$ cat config.mk
export PLATFORM = sky130hd
export DESIGN_NAME = ps2_host_tx
export DESIGN_NICKNAME = d
export VERILOG_FILES = /design/src/rtl/ps2_host_tx.sv
export SDC_FILE = /design/constraint.sdc
export NUM_CORES = 1
export LEC_CHECK = 0
export CORE_ASPECT_RATIO = 1.75
export CORE_MARGIN = 3
export CORE_UTILIZATION = 53
export CTS_BUF_LIST = sky130_fd_sc_hd__clkbuf_16
export CTS_CLUSTER_SIZE = 30
export DETAILED_ROUTE_END_ITERATION = 6
export PLACE_DENSITY = 0.82
export REMOVE_ABC_BUFFERS = 1
export SLEW_MARGIN = 40
export SYNTH_ARGS = -nofsm -noshare
export SYNTH_HDL_FRONTEND = slang
export SYNTH_SLANG_ARGS = --single-unit
$ cat constraint.sdc
create_clock -name clk -period 5.2 [get_ports clk]
set_clock_uncertainty 0.1 [all_clocks]
set_input_delay 1.56 -clock clk [delete_from_list [all_inputs] [get_ports clk]]
set_output_delay 1.56 -clock clk [all_outputs]
set_load 0.01 [all_outputs]
$ cat src/rtl/ps2_host_tx.sv
// ps2_host_tx -- host-to-device PS/2 transmitter (open-drain, system clock domain)
//
// Sends one command byte to a PS/2 device. The frame is an inhibit, then a
// request-to-send, then 10 device-clocked bits, then the device ack.
// The top level maps each *_oe output to its pad as: pad = oe ? 1'b0 : 1'bz.
// This block never drives a line high.
//
// Ports
//   clk          in   100 MHz system clock
//   reset        in   asynchronous active-low reset
//   tx_data      in   [7:0] byte to send, captured on tx_valid && tx_ready
//   tx_valid     in   send request (ignored while busy, not queued)
//   tx_ready     out  high only while idle
//   busy         out  high whenever not idle
//   done         out  one-cycle pulse: frame sent and ack received
//   err          out  one-cycle pulse: frame aborted
//   err_code     out  [1:0] with err: 1 start timeout, 2 frame timeout, 3 no ack
//   ps2_clk_in   in   raw ps2_clk pad level (asynchronous)
//   ps2_data_in  in   raw ps2_data pad level (asynchronous)
//   ps2_clk_oe   out  1 = pull ps2_clk low
//   ps2_data_oe  out  1 = pull ps2_data low
module ps2_host_tx #(
    parameter int unsigned INHIBIT_CYCLES = 10000,
    parameter int unsigned START_TIMEOUT  = 1500000,
    parameter int unsigned FRAME_TIMEOUT  = 200000,
    parameter int unsigned FILTER_LEN     = 8
) (
    input  logic       clk,
    input  logic       reset,
    input  logic [7:0] tx_data,
    input  logic       tx_valid,
    output logic       tx_ready,
    output logic       busy,
    output logic       done,
    output logic       err,
    output logic [1:0] err_code,
    input  logic       ps2_clk_in,
    input  logic       ps2_data_in,
    output logic       ps2_clk_oe,
    output logic       ps2_data_oe
);

    localparam int unsigned TMAX_A = (START_TIMEOUT > FRAME_TIMEOUT) ? START_TIMEOUT : FRAME_TIMEOUT;
    localparam int unsigned TMAX   = (TMAX_A > INHIBIT_CYCLES) ? TMAX_A : INHIBIT_CYCLES;
    localparam int unsigned TW     = $clog2(TMAX + 2);
    localparam int unsigned FW     = $clog2(FILTER_LEN + 1);

    typedef enum logic [2:0] {
        S_IDLE,
        S_INHIBIT,
        S_RTS,
        S_SHIFT,
        S_ACK,
        S_WAIT_IDLE,
        S_ABORT
    } state_t;

    // ------------------------------------------------------------------
    // Pad synchronizers and ps2_clk glitch filter
    // ------------------------------------------------------------------
    logic [1:0]    clk_sync_q;
    logic [1:0]    data_sync_q;
    logic          filt_q;
    logic [FW-1:0] fcnt_q;
    logic          fall_q;

    // filt_q follows the synced clock only after FILTER_LEN consecutive
    // differing samples; fall_q pulses in the first cycle filt_q reads 0.
    always_ff @(posedge clk or negedge reset) begin
        if (!reset) begin
            clk_sync_q  <= 2'b11;
            data_sync_q <= 2'b11;
            filt_q      <= 1'b1;
            fcnt_q      <= '0;
            fall_q      <= 1'b0;
        end else begin
            clk_sync_q  <= {clk_sync_q[0], ps2_clk_in};
            data_sync_q <= {data_sync_q[0], ps2_data_in};
            fall_q      <= 1'b0;
            if (clk_sync_q[1] == filt_q) begin
                fcnt_q <= '0;
            end else if (fcnt_q == FW'(FILTER_LEN - 1)) begin
                filt_q <= clk_sync_q[1];
                fcnt_q <= '0;
                fall_q <= ~clk_sync_q[1];
            end else begin
                fcnt_q <= fcnt_q + FW'(1);
            end
        end
    end

    // ------------------------------------------------------------------
    // Transmit FSM
    // ------------------------------------------------------------------
    state_t        state_q, state_d;
    logic [TW-1:0] timer_q, timer_d, timer_sat;
    logic [3:0]    bitcnt_q, bitcnt_d;
    logic [9:0]    shift_q, shift_d;
    logic          clk_oe_q, clk_oe_d;
    logic          data_oe_q, data_oe_d;
    logic [1:0]    code_q, code_d;
    logic          done_q, done_d;
    logic          abort;
    logic [1:0]    abort_code;

    always_ff @(posedge clk or negedge reset) begin
        if (!reset) begin
            state_q   <= S_IDLE;
            timer_q   <= '0;
            bitcnt_q  <= '0;
            shift_q   <= '1;
            clk_oe_q  <= 1'b0;
            data_oe_q <= 1'b0;
            code_q    <= '0;
            done_q    <= 1'b0;
        end else begin
            state_q   <= state_d;
            timer_q   <= timer_d;
            bitcnt_q  <= bitcnt_d;
            shift_q   <= shift_d;
            clk_oe_q  <= clk_oe_d;
            data_oe_q <= data_oe_d;
            code_q    <= code_d;
            done_q    <= done_d;
        end
    end

    always_comb begin
        state_d    = state_q;
        timer_d    = timer_q;
        bitcnt_d   = bitcnt_q;
        shift_d    = shift_q;
        clk_oe_d   = clk_oe_q;
        data_oe_d  = data_oe_q;
        code_d     = code_q;
        done_d     = 1'b0;
        abort      = 1'b0;
        abort_code = 2'd0;
        timer_sat  = (timer_q == '1) ? timer_q : timer_q + TW'(1);

        case (state_q)
            S_IDLE: begin
                if (tx_valid) begin
                    // {stop, odd parity, d7..d0}; bit 0 goes out first
                    shift_d  = {1'b1, ~^tx_data, tx_data};
                    timer_d  = '0;
                    bitcnt_d = '0;
                    clk_oe_d = 1'b1;
                    state_d  = S_INHIBIT;
                end
            end
            S_INHIBIT: begin
                timer_d = timer_sat;
                if (timer_q == TW'(INHIBIT_CYCLES - 1)) begin
                    data_oe_d = 1'b1;
                end
                if (timer_q >= TW'(INHIBIT_CYCLES)) begin
                    clk_oe_d = 1'b0;
                    timer_d  = '0;
                    state_d  = S_RTS;
                end
            end
            S_RTS: begin
                if (fall_q) begin
                    data_oe_d = ~shift_q[0];
                    shift_d   = {1'b1, shift_q[9:1]};
                    bitcnt_d  = 4'd1;
                    timer_d   = '0;
                    state_d   = S_SHIFT;
                end else if (timer_q >= TW'(START_TIMEOUT - 1)) begin
                    abort      = 1'b1;
                    abort_code = 2'd1;
                end else begin
                    timer_d = timer_sat;
                end
            end
            S_SHIFT, S_ACK, S_WAIT_IDLE: begin
                timer_d = timer_sat;
                // Frame timeout wins over a fall in the same cycle.
                if (timer_q >= TW'(FRAME_TIMEOUT - 1)) begin
                    abort      = 1'b1;
                    abort_code = 2'd2;
                end else if (state_q == S_SHIFT) begin
                    if (fall_q) begin
                        data_oe_d = ~shift_q[0];
                        shift_d   = {1'b1, shift_q[9:1]};
                        bitcnt_d  = bitcnt_q + 4'd1;
                        if (bitcnt_q == 4'd9) begin
                            state_d = S_ACK;
                        end
                    end
                end else if (state_q == S_ACK) begin
                    if (fall_q) begin
                        if (data_sync_q[1]) begin
                            abort      = 1'b1;
                            abort_code = 2'd3;
                        end else begin
                            state_d = S_WAIT_IDLE;
                        end
                    end
                end else begin
                    if (filt_q && data_sync_q[1]) begin
                        done_d  = 1'b1;
                        state_d = S_IDLE;
                    end
                end
            end
            S_ABORT: begin
                state_d = S_IDLE;
            end
            default: begin
                state_d = S_IDLE;
            end
        endcase

        if (abort) begin
            clk_oe_d  = 1'b0;
            data_oe_d = 1'b0;
            code_d    = abort_code;
            state_d   = S_ABORT;
        end
    end

    assign tx_ready    = (state_q == S_IDLE);
    assign busy        = (state_q != S_IDLE);
    assign done        = done_q;
    assign err         = (state_q == S_ABORT);
    assign err_code    = (state_q == S_ABORT) ? code_q : 2'd0;
    assign ps2_clk_oe  = clk_oe_q;
    assign ps2_data_oe = data_oe_q;

endmodule

Word level (Yosys, flattened, before mapping)
Index checks and enable logic that the tools add are counted.
Widths: inputs -> output; s select.

storage, ports and cells
  flip-flop bits (word level) = 53
  latch bits = 0
  memory bits (writable) = 0
  memory bits (read-only) = 0
  word-level logic and storage cells = 132
  memories kept = 0

cells by class
  $add $sub $neg = 3
  multipliers = 0
  divide/modulo/power cells = 0
  order comparisons = 3
  eq/ne operators = 28
  shift-type cells = 0
  multiplexer cells = 66
  bitwise logic cells = 3
  reductions and logical operators = 16

operator list
  cell                   number
  $mux 21                5
  $pmux 21 s4            1
  $mux 10                4
  $mux 3                 12
  $pmux 10 s3            1
  $mux 4                 7
  $mux 1                 24
  $add 21x1->21 const B  1
  $eq 21x14->1 const B   1
  $eq 21x21->1 const B   1
  $ge 21x14->1 const B   1
  $ge 21x18->1 const B   1
  $ge 21x21->1 const B   1
  $ne 3x3->1 const B     6
  $mux 2                 6
  $ne 4x4->1 const B     3
  $pmux 3 s4             1
  $pmux 4 s3             1
  $ne 2x2->1 const B     5
  $ne 5x5->1 const B     2
  $eq 3x3->1 const B     3
  $reduce_and 9->1       1
  $reduce_bool 3->1      3
  $add 4x1->4 const B    2
  other kinds (19)       26

Longest topological paths before layout
Gate-level depths: netlist (run 1).

  depth in word-level cells = 8
  depth in mapped cells = 9
  depth with buffers taken out = 8

Least setup slack after synthesis (run 1)
Ideal clock, no wire load.

  kind = input to register
  from = in tx_valid
  to = reg timer_q[5]
  library setup time = 0.078 ns
  arrival = 2.686 ns
  required time = 5.022 ns
  slack = 2.336 ns
  stages on the path = 6
  buffers on the path = 1
  path through = nor4_1 > a21oi_1 > a21bo_1 > buf_2 > or4_1 > a21oi_1

on the way
  longest elaborated chain between the ends = 2

ends and longest elaborated chain
  what                               RTL line  source
  start, declared                    31        input logic tx_valid,
  $ne 2x2->1 (no source line)        n/a
  $reduce_and 3->1 (no source line)  n/a
  end signal, assigned               118       timer_q <= timer_d;
  end, declared                      96        logic [TW-1:0] timer_q, timer_d, timer_sat;

No other way between the ends.
A chain may end at the register's enable or synchronous reset.

Final worst setup path (run 1)
  from = reg state_q[1]
  to = out err_code[1]

on the way
  longest elaborated chain between the ends = 2

ends and longest elaborated chain
  what                    RTL line  source
  start, declared         95        state_t state_q, state_d;
  start signal, assigned  117       state_q <= state_d;
  $eq 3x3->1              228       assign err_code = (state_q == S_ABORT) ? code_q : 2'd0;
  $mux 2                  228
  end, declared           36        output logic [1:0] err_code,

No other way between the ends.

==> reports/qor.yml, run 1 <==
drv_slew: 0
peakVddDrop_v: 0.000248
crit_fanout: 18
end_kind: "primary output"
holdBufCountCts: 0
yosys_warnings: 0
route.detailed.drc: 0
swShare: 0.375
synthFlopType: "dfrtp_1"
hpwlAfterDp_um: 4990
synth_top_area_cell: "dfrtp_1"
cts_resized: 0
synthCells: 361
antenna_found_initial: 0
p_leak_nw: 1.54
required_ns: 3.54
post-route-cell-area_um2: 3610
worst_hold_path_type: "flip-flop to flip-flop"
cts_root_buffer: "clkbuf_16"
clockPowerShare: 0.238
portBuffers: 20
rsz0062_at_grt: "no"
grt_pass1_vias: 2627
critPathKind: "flip-flop to primary output"
cts.sinks: 52
drv_cap: 0
final-setup-viol-count: 0
die_x_um: 65.0
synthArstFlopShare: 1.00
start_kind: "flip-flop"
p_seq_frac: 0.387
synth_top_area_share: 0.294
synth_area_leaders: "dfrtp_1, dfstp_2, mux2i_1"
synth_common_cells: "dfrtp_1, nand2_1, nand3_1"
routed_via_density: 6.13
clock_latency_ns: 0.29
synth-edff-count: 0
antenna_cells: 0
netlist_area_um2: 3230
syn_avg_cell_area_um2: 8.95
start_util: 0.550
die_area_um2: 7110
dpl_cell_area_um2: 3420
path_cells: "nor2b_1 > and3_1 > clkdlybuf4s50_1"
grt_pass1_wl_um: 12000
p_int_w: 0.00105
grt-ovfl-total: 0
coreArea_um2: 5880
wire_per_inst_um: 15.7
track_usage: 0.212
ys_types: 62
setup_tns_ns: 0
pwr-share-comb: 0.375
wirelength_um: 6990
finalCritPeriodShare: 0.683
cts_setup_buffers: 0
timing.slew.headroom: 0.525
die_h_um: 109
cts_max_level: 2
syn2layout_area_growth_pct: 11.8
cp_slowest_cell: "dfrtp_1"
worstMarginPinSlew_ns: 0.712
drive_gt1_frac: 0.107
ys_ff_latch: 52
power_w: 0.00168
io_pins: 21
hold_viol: 0
powerDensity_nw_per_um2: 463
vias: 2721
firstDrtPassIters: 5
ys_seq_area_frac: 0.408
drt_iter0_markers: 174
numCtsBuffers: 5
p_sw_w: 0.000628
max_stage_delay_ns: 0.66
clkTransAtPathRegs_ns: 0.06
holdWs_ns: 0.255
finalCriticalPeriod_ns: 3.55
cp.arrival_ns: 1.89
rows: 37
nets: 383
gp_congestion: 0.916
cts_buffer_depth: 2
grt_start_max_net_pins: 53
ant_nets: 0
cts_tree: "built"
status: "finished clean"
fmax_mhz: 282
-- flip-flops by register name, summed over array words and instances (netlist names) --
| name | count |
|---|---|
| clk_sync_q | 2 |
| state_q | 3 |
| shift_q | 9 |
| fall_q | 1 |
| code_q | 2 |
| ps2_clk_oe | 1 |
| bitcnt_q | 4 |
| data_sync_q | 2 |
| timer_q | 21 |
| fcnt_q | 4 |
| filt_q | 1 |
| done | 1 |
| ps2_data_oe | 1 |
-- placed cells by master, fill, tap and decap left out, types with 2 or more instances in the layout --
| master | netlist | layout |
|---|---|---|
| nand2_1 | 38 | 38 |
| dfrtp_1 | 38 | 38 |
| nand3_1 | 23 | 23 |
| nor2_1 | 22 | 21 |
| o21ai_0 | 21 | 21 |
| a21oi_1 | 19 | 19 |
| clkdlybuf4s50_1 | 0 | 19 |
| mux2i_1 | 18 | 18 |
| dfstp_2 | 14 | 14 |
| nand2b_1 | 13 | 13 |
| inv_1 | 10 | 11 |
| nand4_1 | 9 | 9 |
| and3_1 | 8 | 8 |
| xnor2_1 | 8 | 8 |
| nor3_1 | 9 | 8 |
| nor2b_1 | 6 | 6 |
| clkbuf_16 | 0 | 6 |
| ha_1 | 5 | 5 |
| nor4_1 | 4 | 4 |
| or3_1 | 4 | 4 |
| o31ai_1 | 4 | 4 |
| nand3b_1 | 3 | 3 |
| nor3b_1 | 3 | 3 |
| o211ai_1 | 3 | 3 |
| nand4b_1 | 3 | 3 |
| a211oi_1 | 3 | 3 |
| o21ai_1 | 3 | 3 |
| a21o_1 | 3 | 3 |
| and4_1 | 3 | 3 |
| o311ai_0 | 3 | 3 |
| buf_4 | 2 | 3 |
| and2_1 | 2 | 2 |
| nor3_2 | 1 | 2 |
| o2111ai_1 | 2 | 2 |
| a211o_1 | 2 | 2 |
| a41oi_1 | 2 | 2 |
| o21ai_2 | 2 | 2 |
-- critical path, delay by kind of cell (launching register included) --
family	cells	cell delay [ns]
buf+inv	1	0.53
simple gates	2	0.41
flops	1	0.66
-- through the flow --
step                instances  setup WS, ns   util
CTS                       444          1.67  0.614
global route              444          1.55  0.615
global placement          436          1.70  0.581
finish                    444          1.65  0.615
floorplan                 335          2.02      -
detailed placement        436          1.67  0.582
-- cell type report --
class | count | area (um^2)
Sequential cell | 52 | 1320
Multi-Input combinational cell | 273 | 1760
Tap cell | 78 | 97.6
Timing Repair Buffer | 23 | 218
Clock inverter | 2 | 33.8
Clock buffer | 6 | 150
Fill cell | 537 | 2260
Inverter | 10 | 37.5
-- worst paths after layout --
path	start	slack, ns	depth (start not counted)	endpoint
worst max-delay path	state_q[1]	1.65	3	err_code[1]
worst min-delay path	data_sync_q[0]	0.26	0	data_sync_q[1]
worst max register to register	state_q[1]	2.45	7	timer_q[12]
worst min register to register	data_sync_q[0]	0.26	0	data_sync_q[1]
min in group asynchronous	reset	1.27	2	timer_q[1]
max in group asynchronous	reset	3.29	2	bitcnt_q[3]
-- power by group through the flow --
stage | clock, W | sequential (W) | combinational, W
after global routing | 0.000419 | 0.000664 | 0.000716
after floorplan | 0 | 0.000620 | 0.000461
after CTS | 0.000405 | 0.000646 | 0.000631
final | 0.000399 | 0.000648 | 0.000629
after global placement | 0 | 0.000649 | 0.000607
after detailed placement | 0 | 0.000654 | 0.000626
-- cells by family (layout without fill, tap and decap cells) --
| family | Yosys count | after routing | share of synthesized area |
|---|---|---|---|
| AO/OA/AOI/OAI | 82 | 82 | 0.171 |
| XOR/XNOR | 9 | 9 | 0.0244 |
| adder cells (fa/ha/maj) | 5 | 5 | 0.0194 |
| buffers and inverters | 36 | 41 | 0.0515 |
| flip-flops | 52 | 52 | 0.408 |
| multiplexers | 19 | 19 | 0.0592 |
| AND/OR/NAND/NOR | 158 | 158 | 0.266 |
-- metal layers --
metal,up-vias,track usage,share of wire
li1,1316,-,-
met1,1298,0.242,0.39
met2,86,0.377,0.54
met3,21,0.0348,0.041
met4,0,0.108,0.029
met5,-,0,0
No activity file was read; power rests on OpenSTA's default activity.
==> run 2, diff against run 1 <==
Settings changed: PLACE_DENSITY 0.82 to 0.84.
Clock period 5.2 ns to 3.15 ns, I/O delays scaled along.
==> reports/qor.yml, run 2 (synthesis gave the netlist of run 1 again) <==
place_ws_ns: 0.255  # -1.42 ns
die_area_um2: 7110  # unchanged
grt_start_max_net_pins: 53  # unchanged
grt-ovfl-total: 0  # unchanged
grt_pass1_vias: 2692  # +2.5%
ant_nets: 0  # unchanged
antenna_found_initial: 0  # unchanged
coreArea_um2: 5880  # unchanged
regMostFlops: "timer_q"
start_kind: "flip-flop"
antenna_cells: 0  # unchanged
crit_buf_inv: 2  # +1
critPathKind: "flip-flop to primary output"
gp_congestion: 0.951  # +3.8%
nets: 392  # +2.3%
final-setup-viol-count: 0  # unchanged
route.detailed.drc: 0  # unchanged
post-route-cell-area_um2: 3640  # +0.80%
path_cells: "nor2_1 > nand2_1 > inv_1 > clkdlybuf4s50_1"
p_leak_nw: 1.57  # +1.9%
cts_buffer_depth: 2  # unchanged
cts_resized: 0  # unchanged
syn2layout_area_growth_pct: 12.7
rsz0062_at_grt: "no"
max_stage_delay_ns: 0.53  # -0.13 ns
timing.slew.headroom: 0.490  # -0.0355
cts_setup_buffers: 0  # unchanged
dpl_cell_area_um2: 3500  # +2.2%
largest_register_ffs: 21  # unchanged
start_util: 0.550  # unchanged
required_ns: 2.10  # -1.44 ns
cp_slowest_cell: "clkdlybuf4s50_1"
status: "finished clean"
rows: 37  # unchanged
drive_gt1_frac: 0.123  # +0.0161
vias: 2773  # +1.9%
finalCriticalPeriod_ns: 2.82
die_x_um: 65.0  # unchanged
routed_via_density: 6.12  # -0.11%
drv_slew: 0  # unchanged
fmax_mhz: 354
holdBufCountCts: 0  # unchanged
firstDrtPassIters: 6  # +1
hpwlAfterDp_um: 5380  # +7.8%
wire_per_inst_um: 16.2  # +3.2%
crit_fanout: 6  # -12
wirelength_um: 7360  # +5.3%
end_kind: "primary output"
reg_top3: "timer_q x21, shift_q x9"
setup_tns_ns: 0  # unchanged
die_h_um: 109  # unchanged
grt_pass1_wl_um: 12200  # +2.2%
io_pins: 21  # unchanged
cpLargestDelayFamily: "buffers and inverters"
finalCritPeriodShare: 0.897
numCtsBuffers: 5  # unchanged
cts_max_level: 2  # unchanged
cts.sinks: 52  # unchanged
clkTransAtPathRegs_ns: 0.06  # about the same
worst_hold_path_type: "flip-flop to flip-flop"
portBuffers: 20  # unchanged
drt_iter0_markers: 200  # +15%
hold_viol: 0  # unchanged
clock_latency_ns: 0.29  # about the same
cts_root_buffer: "clkbuf_16"
cts_tree: "built"
peakVddDrop_v: 0.000315  # +27%
cp.arrival_ns: 1.78  # -0.11 ns
powerDensity_nw_per_um2: 746  # +61%
worst_slack_ns: 0.325  # -1.32 ns
drv_cap: 0  # unchanged
track_usage: 0.221  # +0.00901
worstMarginPinSlew_ns: 0.765  # +0.0532 ns
most-common-layout-cells: "nand2_1, dfrtp_1, nand3_1"
[run 2: final cells by class]
class | count | area [um^2]
Clock buffer | 5 | 125
Clock inverter | 3 | 16.3
Fill cell | 502 | 2240
Inverter | 10 | 37.5
Multi-Input combinational cell | 273 | 1750
Sequential cell | 52 | 1320
Tap cell | 78 | 97.6
Timing Repair Buffer | 32 | 298
[run 2: through the flow]
step / util / power, W / hold WS, ns / cells
2_1_floorplan: - / 0.00178 / 0.245 / 335
3_3_place_gp: 0.595 / 0.00213 / 0.245 / 445
3_5_place_dp: 0.595 / 0.00218 / 0.247 / 445
4_1_cts: 0.619 / 0.00272 / 0.253 / 453
5_1_grt: 0.620 / 0.00290 / 0.257 / 453
6_report: 0.620 / 0.00272 / 0.252 / 453
[run 2: final timing paths]
path | startpoint | to | slack, ns | cells past startpoint
hold reg to reg | data_sync_q[0] | data_sync_q[1] | 0.25 | 0
hold / removal | data_sync_q[0] | data_sync_q[1] | 0.25 | 0
max in group asynchronous | reset | data_sync_q[0] | 2.12 | 2
setup reg to reg | timer_q[8] | shift_q[0] | 0.47 | 5
setup / recovery | state_q[1] | tx_ready | 0.33 | 4
min in group asynchronous | reset | timer_q[3] | 0.53 | 2
[run 2: worst reg2reg max path, delay by kind of cell (launching register included)]
| kind | cells | cell delay (ns) |
|---|---|---|
| AO/OA/AOI/OAI | 3 | 1.07 |
| flip-flops | 1 | 0.52 |
| AND/OR/NAND/NOR | 2 | 0.87 |
[run 2: layer usage]
layer,vias to the layer above,GRT usage,part of all wire
met2,81,0.415,0.55
li1,1327,-,-
met3,22,0.0368,0.040
met1,1343,0.234,0.38
met4,0,0.107,0.030
met5,-,0,0
[run 2: power by group]
part           internal, W  switching [W]
registers         0.000867       0.000160
logic             0.000489       0.000675
clock network     0.000290       0.000238
total              0.00165        0.00107
